File: src/rtl/hdb3_decoder.sv
// HDB3 receive decoder: strips V/B substitution pulses from ternary symbols, flags code errors.
// Latency 4 accepts; never stalls the line. Build with HDB3_DEC_ERR_CNT_EN for a saturating err_cnt.
module hdb3_decoder #(
  parameter int ERR_CNT_W = 16
) (
  input  logic                 clk,
  input  logic                 rst_n,
  input  logic                 in_valid,
  input  logic [1:0]           data_in,
  output logic                 data_out,
  output logic                 out_valid,
  output logic                 err,
  output logic [ERR_CNT_W-1:0] err_cnt
);

  logic [3:0] w;
  logic [3:0] w_nxt;
  logic [2:0] fill;
  logic [2:0] fill_nxt;
  logic [2:0] zrun;
  logic [2:0] zrun_nxt;
  logic       last_pol;
  logic       last_pol_nxt;
  logic       pol_seen;
  logic       pol_seen_nxt;
  logic       is_pulse;
  logic       is_illegal;
  logic       is_viol;
  logic       err_nxt;

  always_comb begin
    is_pulse     = (data_in == 2'b10) || (data_in == 2'b01);
    is_illegal   = (data_in == 2'b11);
    is_viol      = is_pulse && pol_seen && (data_in[1] == last_pol);
    w_nxt        = w;
    fill_nxt     = fill;
    zrun_nxt     = zrun;
    last_pol_nxt = last_pol;
    pol_seen_nxt = pol_seen;
    err_nxt      = 1'b0;

    if (in_valid) begin
      w_nxt = {w[2:0], 1'b0};
      if (fill != 3'd4) begin
        fill_nxt = fill + 3'd1;
      end
      if (is_pulse) begin
        zrun_nxt = 3'd0;
        if (is_viol) begin
          // Clearing the three shifted positions drops the B of a B00V group.
          w_nxt   = 4'b0000;
          err_nxt = w[0] | w[1];
        end else begin
          w_nxt[0]     = 1'b1;
          last_pol_nxt = data_in[1];
          pol_seen_nxt = 1'b1;
        end
      end else begin
        if (zrun != 3'd7) begin
          zrun_nxt = zrun + 3'd1;
        end
        err_nxt = is_illegal || (zrun == 3'd3);
      end
    end
  end

  always_ff @(posedge clk or negedge rst_n) begin
    if (!rst_n) begin
      w         <= 4'b0000;
      fill      <= 3'd0;
      zrun      <= 3'd0;
      last_pol  <= 1'b0;
      pol_seen  <= 1'b0;
      data_out  <= 1'b0;
      out_valid <= 1'b0;
      err       <= 1'b0;
    end else begin
      w         <= w_nxt;
      fill      <= fill_nxt;
      zrun      <= zrun_nxt;
      last_pol  <= last_pol_nxt;
      pol_seen  <= pol_seen_nxt;
      out_valid <= in_valid && (fill == 3'd4);
      err       <= err_nxt;
      if (in_valid) begin
        data_out <= w[3];
      end
    end
  end

`ifdef HDB3_DEC_ERR_CNT_EN
  logic [ERR_CNT_W-1:0] cnt;

  always_ff @(posedge clk or negedge rst_n) begin
    if (!rst_n) begin
      cnt <= '0;
    end else if (err_nxt && (cnt != {ERR_CNT_W{1'b1}})) begin
      cnt <= cnt + {{(ERR_CNT_W-1){1'b0}}, 1'b1};
    end
  end

  assign err_cnt = cnt;
`else
  assign err_cnt = '0;
`endif

endmodule
File: config.mk
export PLATFORM = sky130hd
export DESIGN_NAME = hdb3_decoder
export DESIGN_NICKNAME = d
export VERILOG_FILES = /design/src/rtl/hdb3_decoder.sv
export SDC_FILE = /design/constraint.sdc
export NUM_CORES = 1
export LEC_CHECK = 0
export ABC_AREA = 1
export CAP_MARGIN = 0
export CORE_MARGIN = 5
export CORE_UTILIZATION = 44
export DETAILED_ROUTE_END_ITERATION = 7
export HOLD_SLACK_MARGIN = 0.02
export PLACE_DENSITY = 0.79
export SLEW_MARGIN = 20
export SYNTH_ARGS = -nofsm -noshare
export SYNTH_HDL_FRONTEND = slang
export SYNTH_SLANG_ARGS = --single-unit
File: constraint.sdc
create_clock -name clk -period 3.7 [get_ports clk]
set_clock_uncertainty 0.15 [all_clocks]
set_input_delay 0.555 -clock clk [delete_from_list [all_inputs] [get_ports clk]]
set_output_delay 0.555 -clock clk [all_outputs]
set_load 0.02 [all_outputs]
==> flow_summary.yaml <==
die:
  start_util_pct: 45.0
  pin_count: 24
  fp.dieW_um: 54.1
  die_y_um: 54.1
  core_um2: 1900
  rows: 16
  dieArea_um2: 2930
placement:
  hpwl_um: 1050
  dp_cells: 124
  place.port_buffers: 7
  gp_congestion: 0.797
sta:
  worst_slew_pin_slew_ns: 0.681
  hold_violations: 0
  final_max_slew_viol_count: 0
  min_period_ns: 1.94
  setup_tns_ns: 0
  relSlewSlack_pct: 54.4
  grt_setup_unrepaired: "false"
  fmax_ghz: 0.514
  fin_crit_sh_pct: 52.6
  setup_viol: 0
drt:
  vias: 549
  wl_met2_um: 661
  drc: 0
  wl_met3_um: 60
  ant_nets: 0
  via_per_inst: 4.29
  routed_wl_um: 1330
  detailedRoute.firstPassIterationCount: 4
  routedWlPerCell_um: 10.4
  met1_length_um: 590
  dr.max_layer_used: "met4"
  drt_iter0_markers: 13
finish:
  antenna_cells: 0
  area_growth_pct: 6.43
  layout-drive-gt1-share_pct: 8.91
  fin_util_pct: 47.9
  nets: 113
  fill_cells: 177
  mostFrequentLayoutCell: "nand2_1"
  final_cells: 128
  mostFrequentLayoutCells: "nand2_1, conb_1, dfrtp_1"
grt:
  grt_pass1_wl_um: 2020
  grt_usage_pct: 9.41
  grt_max_degree: 16
  grt_overflow: 0
  grt_antenna_before_repair: 0
  grt_pass1_vias: 498
worst_hold_path:
  hold_end: "data_out"
  hp-class: "register to register"
  worstHoldStart: "data_out"
  hold_path_depth: 2
clock_network:
  root_buffer: "clkbuf_4"
  cts_hold_buf: 0
  htreeDepth: 1
  clockBufferDepth: 2
  cts_setup_buffers: 0
  clock_sinks: 15
  post_cts_resized: 0
  cts_made_buffers: 3
  cts_tree: "built"
  clk_pin_slew_ns: 0.09
  worst_skew_pair.late_latency_ns: 0.27
status:
  status: "completed"
logic_synthesis:
  ys_ff_latch: 15
  synth_top_area_share_pct: 43.9
  syn_area_um2: 856
  synth-warning-count: 0
  synth_top_area_cell: "dfrtp_1"
  synth_area_leaders: "dfrtp_1, buf_4, ha_1"
  syn_area_per_cell_um2: 9.30
  ys_types: 21
  synth_cells: 92
  yosysSeqAreaShare_pct: 43.9
setup_path:
  crit-reg2reg-capture: "zrun[0]"
  endpoint_kind: "register"
  crit_fanout: 5
  crit_type: "input pin to register"
  ff2ff_setup_slack_ns: 2.20
  cp.arrival_ns: 1.95
  cp.required_ns: 3.71
  rr_worst_depth: 5
  start_kind: "input pin"
  r2r_start: "zrun[0]"
pwr:
  total_leakage_power_nw: 0.480
  vdd_drop_max_v: 0.000226
  p_per_area_nw_per_um2: 507
run:
  maxCapViolations: 0
## how the worst max path moves through the flow
stage,from,endpoint,slack [ns],depth (start not counted)
6_report,data_in[1],w[0],1.76,7
5_1_grt,data_in[1],w[0],1.70,7
4_1_cts,data_out,data_out,1.75,1
3_5_place_dp,data_in[1],w[0],1.49,7
3_3_place_gp,data_in[1],w[0],1.61,7
2_1_floorplan,data_in[0],w[0],2.15,6
## final cells by class
class,instances,area [µm²],area share (%)
timing repair buffer,7,70.1,7.69
inverter,12,47.5,5.22
tap,27,33.8,3.71
multi-input combinational,63,358,39.3
sequential,15,375,41.2
clock buffer,4,26.3,2.88
## flip-flops by register name, indices dropped and copies added, names as in the netlist
register,count
w,4
data_out,1
last_pol,1
zrun,3
out_valid,1
pol_seen,1
fill,3
err,1
## critical path: stages
cell,delay [ns]
clkdlybuf4s50_1,0.48
ha_1,0.41
nand2_1,0.08
inv_1,0.10
nand3_2,0.11
nand3_1,0.13
o21ai_0,0.09
## per-stage QoR
step | area [µm²] | hold slack (ns) | total power [mW] | setup slack [ns]
floorplan | 912 | 0.109 | 0.350 | 2.15
global placement | 885 | 0.307 | 0.365 | 1.61
detailed placement | 885 | 0.304 | 0.374 | 1.49
CTS | 911 | 0.325 | 0.467 | 1.75
global route | 911 | 0.354 | 0.494 | 1.70
finish | 911 | 0.323 | 0.462 | 1.76
## logic make-up after synthesis
kind of cell	synth area share (%)
AO/OA/AOI/OAI	8.04
XOR/XNOR	2.05
adder cells (fa/ha/maj)	8.77
buffers and inverters	20.9
flip-flops	43.9
multiplexers	1.17
other	0.438
AND/OR/NAND/NOR	14.8
## synthesized netlist by cell type
master,count
nand3_1,3
nand4_1,2
ha_1,6
o21ai_0,5
nand2_1,20
o22ai_1,1
dfrtp_1,15
nor2_1,2
a21oi_4,2
mux2i_1,1
nand2_2,1
inv_1,10
xor2_1,1
xnor2_1,1
a21oi_1,1
inv_2,1
buf_4,16
buf_6,1
conb_1,1
nand3_2,1
inv_4,1
## layer usage
layer | track usage (%) | vias to the layer above
met5 | 0 | -
li1 | - | 272
met3 | 1.66 | 2
met2 | 15.1 | 17
met4 | 5.39 | 0
met1 | 11.8 | 258
## where the power goes
part | total (mW) | internal [mW] | switching, mW
registers | 0.227 | 0.201 | 0.0255
logic | 0.143 | 0.0571 | 0.0861
clock network | 0.0921 | 0.0417 | 0.0504
total | 0.462 | 0.300 | 0.162
No activity file was read; power rests on OpenSTA's default activity.
